## src/rtl/wall_height_lfsr_pkg.sv

```systemverilog
// Shared types and helpers for the wall-height generator and related
// pseudo-random sources.
package wall_gen_pkg;

    typedef enum logic [1:0] {
        ST_IDLE  = 2'd0,
        ST_SHIFT = 2'd1,
        ST_MAP   = 2'd2,
        ST_VALID = 2'd3
    } wall_state_e;

    localparam logic [15:0] DEF_TAPS = 16'hB400;
    localparam logic [15:0] DEF_SEED = 16'hACE1;

    // Widest LFSR the zero-lock helper can serve.
    localparam int GUARD_W = 64;

    function automatic logic [GUARD_W-1:0] zero_guard(input logic [GUARD_W-1:0] v);
        return (v == '0) ? GUARD_W'(1) : v;
    endfunction

endpackage

```

## src/rtl/wall_height_lfsr_if.sv

```systemverilog
// Request/seed/result bundle between the game FSM and the height source.
interface wall_height_lfsr_if #(
    parameter int LFSR_W = 16,
    parameter int OUT_W  = 8
);
    logic              seed_load;
    logic [LFSR_W-1:0] seed;
    logic              req;
    logic              out_ready;
    logic              out_valid;
    logic [OUT_W-1:0]  out_height;
    logic              busy;

    modport slave (
        input  seed_load, seed, req, out_ready,
        output out_valid, out_height, busy
    );

    modport master (
        output seed_load, seed, req, out_ready,
        input  out_valid, out_height, busy
    );
endinterface

```

## src/rtl/wall_height_lfsr_core.sv

```systemverilog
// Fibonacci LFSR with load and step enables; never settles in the all-zero
// state because every load or step result passes through the zero guard.
module lfsr_core
    import wall_gen_pkg::*;
#(
    parameter int              LFSR_W = 16,
    parameter logic [LFSR_W-1:0] TAPS = LFSR_W'(DEF_TAPS),
    parameter logic [LFSR_W-1:0] SEED = LFSR_W'(DEF_SEED)
) (
    input  logic              clock,
    input  logic              resetn,
    input  logic              load,
    input  logic [LFSR_W-1:0] load_val,
    input  logic              step,
    output logic [LFSR_W-1:0] state
);

    logic [LFSR_W-1:0] state_q;
    logic [LFSR_W-1:0] state_d;
    logic              fb;

    always_comb begin
        fb      = ^(state_q & TAPS);
        state_d = state_q;
        if (load) begin
            state_d = LFSR_W'(zero_guard(GUARD_W'(load_val)));
        end else if (step) begin
            state_d = LFSR_W'(zero_guard(GUARD_W'({state_q[LFSR_W-2:0], fb})));
        end
    end

    always_ff @(posedge clock or negedge resetn) begin
        if (!resetn) begin
            state_q <= LFSR_W'(zero_guard(GUARD_W'(SEED)));
        end else begin
            state_q <= state_d;
        end
    end

    assign state = state_q;

endmodule

```

## src/rtl/wall_height_lfsr.sv

```systemverilog
// Pseudo-random wall-height source: LFSR stepped SHIFTS times per request,
// scaled into [MIN_H, MAX_H], optionally slew-limited, returned by valid/ready.
module wall_height_lfsr
    import wall_gen_pkg::*;
#(
    parameter int                LFSR_W   = 16,
    parameter logic [LFSR_W-1:0] TAPS     = LFSR_W'(DEF_TAPS),
    parameter logic [LFSR_W-1:0] SEED     = LFSR_W'(DEF_SEED),
    parameter int                OUT_W    = 8,
    parameter int                MIN_H    = 20,
    parameter int                MAX_H    = 100,
    parameter int                SHIFTS   = 8,
    parameter int                MAX_STEP = 0,
    parameter bit                FREE_RUN = 1'b1
) (
    input  logic                clock,
    input  logic                resetn,
    wall_height_lfsr_if.slave   bus
);

    localparam int RANGE = MAX_H - MIN_H + 1;
    localparam int PW    = 2 * OUT_W + 1;
    localparam int SW    = OUT_W + 2;
    localparam int CW    = $clog2(SHIFTS + 1);
    localparam logic [OUT_W-1:0] MID_H = OUT_W'((MIN_H + MAX_H) / 2);

    wall_state_e       state_q, state_d;
    logic [CW-1:0]     cnt_q, cnt_d;
    logic [OUT_W-1:0]  prev_q, prev_d;
    logic [OUT_W-1:0]  height_q, height_d;
    logic              valid_q, valid_d;
    logic              lfsr_step;
    logic [LFSR_W-1:0] lfsr_state;

    logic [OUT_W-1:0]    raw;
    logic [OUT_W:0]      scaled;
    logic signed [SW-1:0] s_scaled, s_prev, s_hi, s_lo, s_lim;
    logic [OUT_W-1:0]    height_new;

    lfsr_core #(
        .LFSR_W (LFSR_W),
        .TAPS   (TAPS),
        .SEED   (SEED)
    ) u_lfsr (
        .clock    (clock),
        .resetn   (resetn),
        .load     (bus.seed_load),
        .load_val (bus.seed),
        .step     (lfsr_step),
        .state    (lfsr_state)
    );

    // Height mapping and slew limit, evaluated against the settled LFSR in MAP.
    always_comb begin
        raw      = OUT_W'(lfsr_state >> (LFSR_W - OUT_W));
        scaled   = (OUT_W+1)'(MIN_H) + (OUT_W+1)'((PW'(raw) * PW'(RANGE)) >> OUT_W);
        s_scaled = $signed({1'b0, scaled});
        s_prev   = $signed({2'b00, prev_q});
        s_hi     = s_prev + $signed(SW'(MAX_STEP));
        s_lo     = s_prev - $signed(SW'(MAX_STEP));
        s_lim    = s_scaled;
        if (MAX_STEP > 0) begin
            if (s_scaled > s_hi) begin
                s_lim = s_hi;
            end else if (s_scaled < s_lo) begin
                s_lim = s_lo;
            end
        end
        if (s_lim > $signed(SW'(MAX_H))) begin
            s_lim = $signed(SW'(MAX_H));
        end else if (s_lim < $signed(SW'(MIN_H))) begin
            s_lim = $signed(SW'(MIN_H));
        end
        height_new = s_lim[OUT_W-1:0];
    end

    always_comb begin
        state_d   = state_q;
        cnt_d     = cnt_q;
        prev_d    = prev_q;
        height_d  = height_q;
        valid_d   = valid_q;
        lfsr_step = 1'b0;

        if (bus.seed_load) begin
            state_d = ST_IDLE;
            cnt_d   = '0;
            valid_d = 1'b0;
            prev_d  = MID_H;
        end else begin
            case (state_q)
                ST_IDLE: begin
                    lfsr_step = FREE_RUN;
                    if (bus.req) begin
                        state_d = ST_SHIFT;
                        cnt_d   = '0;
                    end
                end
                // SHIFTS stepping cycles plus one terminal cycle before MAP.
                ST_SHIFT: begin
                    if (cnt_q < CW'(SHIFTS)) begin
                        lfsr_step = 1'b1;
                        cnt_d     = cnt_q + CW'(1);
                    end else begin
                        state_d = ST_MAP;
                    end
                end
                ST_MAP: begin
                    height_d = height_new;
                    valid_d  = 1'b1;
                    state_d  = ST_VALID;
                end
                ST_VALID: begin
                    if (bus.out_ready) begin
                        valid_d = 1'b0;
                        prev_d  = height_q;
                        state_d = ST_IDLE;
                    end
                end
                default: state_d = ST_IDLE;
            endcase
        end
    end

    always_ff @(posedge clock or negedge resetn) begin
        if (!resetn) begin
            state_q  <= ST_IDLE;
            cnt_q    <= '0;
            prev_q   <= MID_H;
            height_q <= '0;
            valid_q  <= 1'b0;
        end else begin
            state_q  <= state_d;
            cnt_q    <= cnt_d;
            prev_q   <= prev_d;
            height_q <= height_d;
            valid_q  <= valid_d;
        end
    end

    assign bus.out_valid  = valid_q;
    assign bus.out_height = height_q;
    assign bus.busy       = (state_q != ST_IDLE);

endmodule

```

## src/flat_wrapper.sv

```systemverilog
// flat-port wrapper written by rule: the top's interface ports become plain ports
module wall_height_lfsr_flat import wall_gen_pkg::*;
#(
    parameter int                LFSR_W   = 16,
    parameter logic [LFSR_W-1:0] TAPS     = LFSR_W'(DEF_TAPS),
    parameter logic [LFSR_W-1:0] SEED     = LFSR_W'(DEF_SEED),
    parameter int                OUT_W    = 8,
    parameter int                MIN_H    = 20,
    parameter int                MAX_H    = 100,
    parameter int                SHIFTS   = 8,
    parameter int                MAX_STEP = 0,
    parameter bit                FREE_RUN = 1'b1
)
  (clock, resetn, bus_seed_load, bus_seed, bus_req, bus_out_ready, bus_out_valid, bus_out_height, bus_busy);
  wall_height_lfsr_if #(.LFSR_W(LFSR_W), .OUT_W(OUT_W)) bus_i ();
  input  logic clock;
  input  logic resetn;
  input wire logic [$bits(bus_i.seed_load)-1:0] bus_seed_load;
  input wire logic [$bits(bus_i.seed)-1:0] bus_seed;
  input wire logic [$bits(bus_i.req)-1:0] bus_req;
  input wire logic [$bits(bus_i.out_ready)-1:0] bus_out_ready;
  output wire logic [$bits(bus_i.out_valid)-1:0] bus_out_valid;
  output wire logic [$bits(bus_i.out_height)-1:0] bus_out_height;
  output wire logic [$bits(bus_i.busy)-1:0] bus_busy;
  assign bus_i.seed_load = bus_seed_load;
  assign bus_i.seed = bus_seed;
  assign bus_i.req = bus_req;
  assign bus_i.out_ready = bus_out_ready;
  assign bus_out_valid = bus_i.out_valid;
  assign bus_out_height = bus_i.out_height;
  assign bus_busy = bus_i.busy;
  wall_height_lfsr #(.LFSR_W(LFSR_W), .TAPS(TAPS), .SEED(SEED), .OUT_W(OUT_W), .MIN_H(MIN_H), .MAX_H(MAX_H), .SHIFTS(SHIFTS), .MAX_STEP(MAX_STEP), .FREE_RUN(FREE_RUN)) u_core (.clock(clock), .resetn(resetn), .bus(bus_i));
endmodule
```

## config.mk

```make
export PLATFORM = sky130hd
export DESIGN_NAME = wall_height_lfsr_flat
export DESIGN_NICKNAME = d
export VERILOG_FILES = /design/src/rtl/wall_height_lfsr_pkg.sv /design/src/rtl/wall_height_lfsr_if.sv /design/src/rtl/wall_height_lfsr_core.sv /design/src/rtl/wall_height_lfsr.sv /design/src/flat_wrapper.sv
export SDC_FILE = /design/constraint.sdc
export NUM_CORES = 1
export LEC_CHECK = 0
export CAP_MARGIN = 20
export CORE_ASPECT_RATIO = 1.25
export CORE_MARGIN = 4
export CORE_UTILIZATION = 57
export DETAILED_ROUTE_END_ITERATION = 8
export PLACE_DENSITY = 0.82
export SETUP_SLACK_MARGIN = 0.3
export SLEW_MARGIN = 10
export SYNTH_ARGS = -nofsm -noshare
export SYNTH_HDL_FRONTEND = slang
export SYNTH_SLANG_ARGS = --single-unit
```

## constraint.sdc

```tcl
create_clock -name clock -period 7.2 [get_ports clock]
set_input_delay 1.44 -clock clock [delete_from_list [all_inputs] [get_ports clock]]
set_output_delay 1.44 -clock clock [all_outputs]
set_load 0.01 [all_outputs]
```

# == After elaboration in Yosys (flattened, before gate mapping) ==
# Cells that the tools add are included.
# totals
elab_cells,52
reg_bits,31
inputBits,21
out_inout_bits,10
# classes
n_bitwise,1
n_reduce_logical,12
mul,1
n_mux,21
order_cmp,3
n_addsub,2
eq_ne,7
# ops
cell,count
$mux W16,4
$logic_not A16 Y1,2
$mux W8,2
$reduce_xor A16 Y1,1
$mul A8 B7 Y15 const B,1
$mux W4,3
$gt A9 B7 Y1 const B,1
$lt A9 B5 Y1 const B,1
$ne A3 B3 Y1 const B,3
$add A5 B7 Y8 const A,1
$mux W2,4
$pmux W2 S4,1
$pmux W4 S2,1
$reduce_and A3 Y1,2
$reduce_bool A3 Y1,2
$add A4 B1 Y4 const B,1
$eq A2 B2 Y1 const B,2
$lt A4 B4 Y1 const B,1
$mux W1,4
$pmux W1 S2,2
$reduce_and A2 Y1,2
$reduce_bool A2 Y1,2
$ne A3 B2 Y1 const B,1
$eq A2 B1 Y1 const B,1
other kinds (2),2

# == Logic depth before layout (Yosys ltp) ==
# Gate-level depths: netlist (run 1).
# logic_depth
word_depth,6
ltp_mapped,15
depth_no_buf,15

# == Cells and area by module ==
# From an unflattened synthesis (run 1), not the netlist that was laid out.
# unflattened
hier_cells,267
hier_area_um2,2668.8
# by_module_without_submodules
module,n_inst,cells_each,area_per_inst_um2,seq_area_each_um2
wall_height_lfsr,1,184,1783.0,375.4
lfsr_core,1,83,885.8,410.4

# == Worst setup path before layout (run 1) ==
# OpenSTA, ideal clock, no wires.
# synth_timing
kind,register -> register
start,register u_core.u_lfsr.state_q[10] (netlist: u_core.u_lfsr.state[10])
end,register u_core.height_q[2] (netlist: u_core.bus.out_height[2])
required_time_ps,7074
setup_slack_ps,3241
synth_period_minus_slack_ps,3959
arrival_ps,3833
path_buffers,0
setup_time_ps,126
path_stages_with_launch,16
cell_sequence,dfstp_2 -> ha_1 -> ha_1 -> ha_1 -> ha_1 -> a21o_2 -> a22o_4 -> a21oi_2 -> xnor2_2 -> ha_1 -> xor2_1 -> xnor2_1 -> a221oi_1 -> o21ai_1 -> a21oi_2 -> o32a_1
# synth_between
elab_chain_cells,5
word_cells_on_any_way,6
classes_between,add/sub: 1; mul: 1; order compare: 2; mux: 2
# synth_rtl
element,line_no,rtl
"start, declared",wall_height_lfsr_core.sv:18,logic [LFSR_W-1:0] state_q;
"start signal, assigned",wall_height_lfsr_core.sv:34,state_q <= LFSR_W'(zero_guard(GUARD_W'(SEED)));
"start signal, assigned",wall_height_lfsr_core.sv:36,state_q <= state_d;
$mul A8 B7 Y15 *,wall_height_lfsr.sv:56,scaled = (OUT_W+1)'(MIN_H) + (OUT_W+1)'((PW'(raw) * PW'(RANGE)) >> OUT_W);
$add A5 B7 Y8 *,wall_height_lfsr.sv:56,
$lt A9 B5 Y1,wall_height_lfsr.sv:71,end else if (s_lim < $signed(SW'(MIN_H))) begin
$mux W8,wall_height_lfsr.sv:71,
$mux W8 *,wall_height_lfsr.sv:69,if (s_lim > $signed(SW'(MAX_H))) begin
"end signal, assigned",wall_height_lfsr.sv:136,height_q <= height_d;
"end, declared",wall_height_lfsr.sv:30,"logic [OUT_W-1:0] height_q, height_d;"
# Mark *: on every way between the ends. The rest lies on a longest branch, timed or not.
# A chain may end at the register's enable or synchronous reset.

# == Worst setup path after layout (run 1) ==
# Same ends and word-level chain as after synthesis.

==> impl_metrics.tcl, run 1 <==
set metrics [dict create \
    areaGrowthSynthToFinish_pct 18.2 \
    cp_cell_sequence "ha_1 > ha_1 > ha_1 > ha_1 > a21o_2 > a22o_4 > a21oi_2 > xnor2_2 > ha_1 > xor2_1 > xnor2_1 > a221oi_1 > o21ai_1 > a21oi_2 > o32a_1" \
    tns_ps 0 \
    routed-via-count 1958 \
    drt_iter0_drc 112 \
    grt_pass1_wl_um 8420 \
    postSynthNetCount 312 \
    crit_path_frequent_cell "sky130_fd_sc_hd__ha_1" \
    drive_gt1_share_pct 10.5 \
    cts_buffer_depth 2 \
    yosys_warnings 0 \
    post-synth-top-area-cell "sky130_fd_sc_hd__dfrtp_1" \
    rsz0062_at_grt "no" \
    timing.critical_path.from "u_core.u_lfsr.state[10]$_DFFE_PN1P_" \
    synth_seq_area_share_pct 32.7 \
    drt.antenna.violating_nets 0 \
    route.detailed.vias_per_inst 5.74 \
    wl_um 4810 \
    design.core.area_um2 4070 \
    ctsRootBufferMaster "sky130_fd_sc_hd__clkbuf_8" \
    synth.avg_cell_area_um2 9.54 \
    reg2reg_setup_slack_ps 2970 \
    first_global_vias 1941 \
    report.final.hold_viol_count 0 \
    antennaDiodeCount 0 \
    slew_headroom_pct 45.9 \
    synth.top_cells.by_count "38 x sky130_fd_sc_hd__ha_1, 34 x sky130_fd_sc_hd__nand2_1, 27 x sky130_fd_sc_hd__o21ai_0" \
    critical_path.endpoint_type "flip-flop" \
    fin_worst_skew_ps 4.08 \
    critical_path.max_fanout 6 \
    grt_util_all_layers_pct 20.2 \
    initial_utilization_pct 59.1 \
    layout_worst_path_cycle_share_pct 58.7 \
    net_count_of_the_finished_layout 344 \
    drc_viols 0 \
    drt_first_pass_iters 4 \
    rr_startpoint "u_core.u_lfsr.state[10]$_DFFE_PN1P_" \
    path_class "flip-flop to flip-flop" \
    post-cts-setup-buffer-count 0 \
    cts_hold_buf 0 \
    synth.top_cells.by_area "sky130_fd_sc_hd__dfrtp_1 24%, sky130_fd_sc_hd__ha_1 20%, sky130_fd_sc_hd__dfstp_2 8.7%" \
    holdCritPathClass "flip-flop to flip-flop" \
    crit_arrival_ps 4400 \
    synth.ff_latch_count 31 \
    synthDistinctLibCells 49 \
    cts_buffer_count 5 \
    post_cts_resize_count 0 \
    run_status "complete, no violations" \
    reg2reg_to "u_core.bus.out_height[2]$_DFFE_PN0P_" \
    crit_path_top_delay_cell "sky130_fd_sc_hd__dfstp_2" \
    synth_most_common_cell "sky130_fd_sc_hd__ha_1" \
    io_pins 31 \
    routed_wire_length_per_instance_um 14.1 \
    slowest_delay_ps 590 \
    grt_remaining_overflow 0 \
    max_slew_violation_count 0 \
    maximum_number_of_pins_on_one_net_before_global_route_repair 33 \
    worst_setup_path_endpoint "u_core.bus.out_height[2]$_DFFE_PN0P_" \
    max_cap_viol_count 0 \
    cts_tree "yes" \
    crit_path_start_kind "flip-flop" \
    std_cell_rows 26 \
    clkLatencyLatePin_ps 280 \
    place_congestion 0.818 \
    clock-sinks 31 \
    grt_antenna_before_repair 0 \
    fmax_mhz 236 \
    hpwl_after_detailed_placement_um 3810 \
    setup_violations 0 \
    r2r_cells 15 \
    die_x_um 66.1 \
    asyncSetResetFlopFracSynth_pct 100 \
    reg_clk_slew_reported_paths_ps 60 \
    synth-edff-count 0 \
    port-buffer-count 30 \
    netlist_area_um2 2400 \
    final_period_minus_worst_setup_slack_ps 4230 \
    synth-main-ff-cell "sky130_fd_sc_hd__dfrtp_1" \
    dieHeight_um 80.6 \
    synth_top_area_share_pct 23.9 \
    postSynthCellCount 252 \
    worst-endpoint-required_ps 7370 \
    max_slew.worst_pin.slew_ps 809 \
    die_area_um2 5330 \
    htree_levels 2 \
    final.fill_count 330 \
]
[worst max-delay path, delay by kind of cell (launching register included)]
family	cells	cell delay, ps
adder cells (fa/ha/maj)	5	1540
AO/OA/AOI/OAI	7	1460
flip-flops	1	590
XOR/XNOR	3	510
[kinds of logic after synthesis]
family                     synth area share, %
AOI/OAI and AO/OA                         20.2
and+or+nand+nor                           13.0
muxes                                     4.21
buffers and inverters                     3.59
xor gates and xnor gates                  5.72
adders and majority gates                 20.6
DFF                                       32.7
[flip-flops by register name, summed over array words and instances (netlist names)]
name and flops:
u_core.bus.out_height 8, u_core.bus.out_valid 1, u_core.cnt_q 4, u_core.state_q 2, u_core.u_lfsr.state 16
[cell usage in the layout, fill, tap and decap left out, types with 2 or more instances in the layout]
| master | netlist | layout |
|---|---|---|
| sky130_fd_sc_hd__nand3_1 | 3 | 3 |
| sky130_fd_sc_hd__o31ai_1 | 3 | 3 |
| sky130_fd_sc_hd__mux2i_1 | 9 | 9 |
| sky130_fd_sc_hd__a311oi_1 | 2 | 2 |
| sky130_fd_sc_hd__nand4_1 | 3 | 3 |
| sky130_fd_sc_hd__nand2b_1 | 2 | 2 |
| sky130_fd_sc_hd__o21ai_2 | 2 | 2 |
| sky130_fd_sc_hd__a221oi_1 | 3 | 3 |
| sky130_fd_sc_hd__nor2_1 | 7 | 7 |
| sky130_fd_sc_hd__clkbuf_8 | 0 | 5 |
| sky130_fd_sc_hd__ha_1 | 38 | 38 |
| sky130_fd_sc_hd__inv_1 | 13 | 13 |
| sky130_fd_sc_hd__xnor2_1 | 6 | 6 |
| sky130_fd_sc_hd__nor4_1 | 7 | 7 |
| sky130_fd_sc_hd__a21oi_1 | 10 | 10 |
| sky130_fd_sc_hd__nor2b_1 | 6 | 6 |
| sky130_fd_sc_hd__xor2_1 | 6 | 6 |
| sky130_fd_sc_hd__buf_4 | 0 | 2 |
| sky130_fd_sc_hd__clkdlybuf4s50_1 | 0 | 30 |
| sky130_fd_sc_hd__dfstp_2 | 8 | 8 |
| sky130_fd_sc_hd__dfrtp_1 | 23 | 23 |
| sky130_fd_sc_hd__nand2_1 | 34 | 34 |
| sky130_fd_sc_hd__clkbuf_1 | 5 | 2 |
| sky130_fd_sc_hd__o21ai_0 | 27 | 27 |
| sky130_fd_sc_hd__a22oi_1 | 6 | 6 |
| sky130_fd_sc_hd__a21oi_2 | 2 | 2 |
[per-layer routing]
layer / routed length [um] / share of wire (%) / vias up / global-route usage (%)
li1: - / - / 988 / -
met3: 220 / 4.6 / 7 / 5.45
met1: 2040 / 42 / 923 / 24.2
met2: 2460 / 51 / 40 / 35.1
met5: 0 / 0 / - / 0
met4: 89 / 1.9 / 0 / 5.89
[per-stage QoR]
step | cell area, um^2 | cells | hold slack, ps | setup WS (ps) | utilization, %
global placement | 2760 | 333 | 465 | 3120 | 67.9
finish | 2840 | 341 | 474 | 2970 | 69.9
floorplan | 2400 | 252 | 461 | 3240 | -
global route | 2840 | 341 | 513 | 2680 | 69.9
CTS | 2840 | 341 | 479 | 2960 | 69.9
detailed placement | 2760 | 333 | 465 | 2980 | 67.9
[final cells by class]
cell class | count | area [um^2] | share of cell area (%)
multi-input combinational | 200 | 1540 | 54.1
sequential | 31 | 786 | 27.6
timing repair buffer | 32 | 315 | 11.1
clock buffer | 7 | 76.3 | 2.68
tap | 56 | 70.1 | 2.46
inverter | 14 | 52.6 | 1.85
clock inverter | 1 | 5.00 | 0.176
[how the worst min path moves through the flow]
stage | start | endpoint | slack, ps | depth (start not counted)
finish | u_core.bus.out_height[4]$_DFFE_PN0P_ | u_core.bus.out_height[4]$_DFFE_PN0P_ | 470 | 2
global route | u_core.bus.out_height[0]$_DFFE_PN0P_ | u_core.bus.out_height[0]$_DFFE_PN0P_ | 510 | 2
CTS | u_core.bus.out_height[4]$_DFFE_PN0P_ | u_core.bus.out_height[4]$_DFFE_PN0P_ | 480 | 2
detailed placement | u_core.bus.out_height[0]$_DFFE_PN0P_ | u_core.bus.out_height[0]$_DFFE_PN0P_ | 460 | 2
global placement | u_core.bus.out_height[6]$_DFFE_PN0P_ | u_core.bus.out_height[6]$_DFFE_PN0P_ | 460 | 2
floorplan | u_core.cnt_q[3]$_DFFE_PN0P_ | u_core.cnt_q[3]$_DFFE_PN0P_ | 460 | 1
Power of run 1 is not shown: default switching activity piles up to over one toggle a cycle in this logic, so the estimate is an artifact.
==> run 2, diff against run 1 <==
--- a/config.mk
+++ b/config.mk
@@ -8,9 +8,9 @@
 export CAP_MARGIN = 20
 export CORE_ASPECT_RATIO = 1.25
 export CORE_MARGIN = 4
-export CORE_UTILIZATION = 57
+export CORE_UTILIZATION = 56
 export DETAILED_ROUTE_END_ITERATION = 8
-export PLACE_DENSITY = 0.82
+export PLACE_DENSITY = 0.81
 export SETUP_SLACK_MARGIN = 0.3
 export SLEW_MARGIN = 10
 export SYNTH_ARGS = -nofsm -noshare
==> constraint.sdc (replaced) <==
create_clock -name clock -period 4.4 [get_ports clock]
set_input_delay 0.88 -clock clock [delete_from_list [all_inputs] [get_ports clock]]
set_output_delay 0.88 -clock clock [all_outputs]
set_load 0.01 [all_outputs]
==> impl_metrics.tcl, run 2 (synthesis results as in run 1) <==
set metrics [dict create \
    run_status "complete, no violations" \
    io_pins 31 \
    drt.antenna.violating_nets 0 \
    drt_iter0_drc 126 \
    leading_cell_type_in_the_layout_fill_and_taps_excluded "sky130_fd_sc_hd__nand2_1" \
    worstHoldPathCells 2 \
    max_slew.worst_pin.slew_ps 770 \
    first_global_vias 1964 \
    initial_utilization_pct 58.2 \
    reg2reg_to "u_core.bus.out_height[2]$_DFFE_PN0P_" \
    layout_worst_path_cycle_share_pct 89.1 \
    report.final.hold_viol_count 0 \
    multiInputGateArea_um2 1610 \
    rsz0062_at_grt "no" \
    setup_violations 0 \
    crit_path_top_delay_cell "sky130_fd_sc_hd__dfstp_2" \
    max_slew_violation_count 0 \
    fmax_mhz 255 \
    route.detailed.vias_per_inst 5.76 \
    slowest_delay_ps 570 \
    crit_arrival_ps 4080 \
    fin_worst_skew_ps 4.84 \
    holdCritPathClass "flip-flop to flip-flop" \
    htree_levels 2 \
    die_x_um 66.6 \
    critical_path.max_fanout 6 \
    std_cell_rows 26 \
    seq_area_um2 786 \
    final_period_minus_worst_setup_slack_ps 3920 \
    cp_cell_sequence "ha_1 > ha_1 > ha_4 > ha_4 > a21o_2 > a22o_4 > a21oi_4 > xnor2_2 > ha_2 > xor2_1 > xnor2_1 > a221oi_2 > o21ai_1 > a21oi_2 > o32a_1" \
    mostFrequentLayoutCells "34 x sky130_fd_sc_hd__nand2_1, 33 x sky130_fd_sc_hd__ha_1, 30 x sky130_fd_sc_hd__clkdlybuf4s50_1, 27 x sky130_fd_sc_hd__o21ai_0, 23 x sky130_fd_sc_hd__dfrtp_1" \
    clkLatencyLatePin_ps 280 \
    grt_remaining_overflow 0 \
    clock-sinks 31 \
    grt_antenna_before_repair 0 \
    r2r_cells 15 \
    worst_path_dominant_cell_family "compound AO/OA/AOI/OAI gates" \
    worst-endpoint-required_ps 4560 \
    drt_first_pass_iters 4 \
    drc_viols 0 \
    ctsRootBufferMaster "sky130_fd_sc_hd__clkbuf_8" \
    reg2reg_setup_slack_ps 480 \
    drive_gt1_share_pct 15.8 \
    areaGrowthSynthToFinish_pct 23.7 \
    final.fill_count 319 \
    grt_pass1_wl_um 8510 \
    max_cap_viol_count 0 \
    die_area_um2 5410 \
    path_class "flip-flop to flip-flop" \
    routed-via-count 2003 \
    cts_buffer_depth 2 \
    design.core.area_um2 4130 \
    min_to "u_core.bus.out_height[6]$_DFFE_PN0P_" \
    crit_path_start_kind "flip-flop" \
    wl_um 5150 \
    reg_clk_slew_reported_paths_ps 60 \
    port-buffer-count 30 \
    hp-start "u_core.bus.out_height[6]$_DFFE_PN0P_" \
    tns_ps 0 \
    net_count_of_the_finished_layout 351 \
    critPathBufInv 0 \
    critical_path.endpoint_type "flip-flop" \
    cts_buffer_count 5 \
    dieHeight_um 81.3 \
    hold-worst-slack_ps 483 \
    rr_startpoint "u_core.u_lfsr.state[10]$_DFFE_PN1P_" \
    hpwl_after_detailed_placement_um 3930 \
    number_of_flip_flops_in_the_largest_register 16 \
    place_congestion 0.830 \
    grt_util_all_layers_pct 20.6 \
    antennaDiodeCount 0 \
    slew_headroom_pct 48.0 \
    routed_wire_length_per_instance_um 14.8 \
    cts_hold_buf 0 \
    maximum_number_of_pins_on_one_net_before_global_route_repair 33 \
    cts_tree "yes" \
]
run 2: cell count changes in the layout (fill, tap and decap cells not counted), sizes merged:
cell	previous run	this run
buf	2	9
run 2: timing repair:
item | 4_1_cts | 5_1_grt
buffers inserted | 1 | 3
pin swaps | 0 | 4
gates resized for setup | 2 | 9
endpoints found under the setup margin | 4 | 4
run 2: area by class of cell:
type | instances | share of cell area [%]
clock buffers | 7 | 2.90
repair buffers | 39 | 12.4
multi-input cells | 200 | 54.0
clock inverters | 1 | 0.168
well taps | 56 | 2.35
inverters | 14 | 1.77
flip-flops and latches | 31 | 26.4
run 2: worst max path at each step:
stage | startpoint | slack [ps] | cells past startpoint | end
5_1_grt | u_core.u_lfsr.state[12]$_DFFE_PN0P_ | 290 | 13 | u_core.bus.out_height[2]$_DFFE_PN0P_
3_3_place_gp | u_core.u_lfsr.state[10]$_DFFE_PN1P_ | 340 | 15 | u_core.bus.out_height[2]$_DFFE_PN0P_
3_5_place_dp | u_core.u_lfsr.state[10]$_DFFE_PN1P_ | 200 | 15 | u_core.bus.out_height[2]$_DFFE_PN0P_
2_1_floorplan | u_core.u_lfsr.state[10]$_DFFE_PN1P_ | 440 | 15 | u_core.bus.out_height[2]$_DFFE_PN0P_
4_1_cts | u_core.u_lfsr.state[10]$_DFFE_PN1P_ | 330 | 15 | u_core.bus.out_height[2]$_DFFE_PN0P_
6_report | u_core.u_lfsr.state[10]$_DFFE_PN1P_ | 480 | 15 | u_core.bus.out_height[2]$_DFFE_PN0P_
run 2: through the flow:
stage	area (um^2)	std cells	utilization (%)	setup slack, ps
after floorplan	2400	252	-	441
after global placement	2780	336	67.4	338
after detailed placement	2780	336	67.4	197
after CTS	2890	345	69.9	328
after global routing	2980	348	72.0	293
final	2980	348	72.0	479
run 2: routing by layer:
metal	share of wire (%)	track usage, %	routed length [um]
met4	1.1	6.30	57
met1	42	23.8	2180
met3	3.9	3.46	200
met2	53	38.0	2710
met5	0	0	0
run 2: worst min-delay path, delay by kind of cell, from the launching register on:
| kind | cells | cell delay (ps) |
|---|---|---|
| compound gates | 1 | 60 |
| flops | 1 | 340 |
| simple gates | 1 | 50 |
Power of run 2 is left out for the same reason.
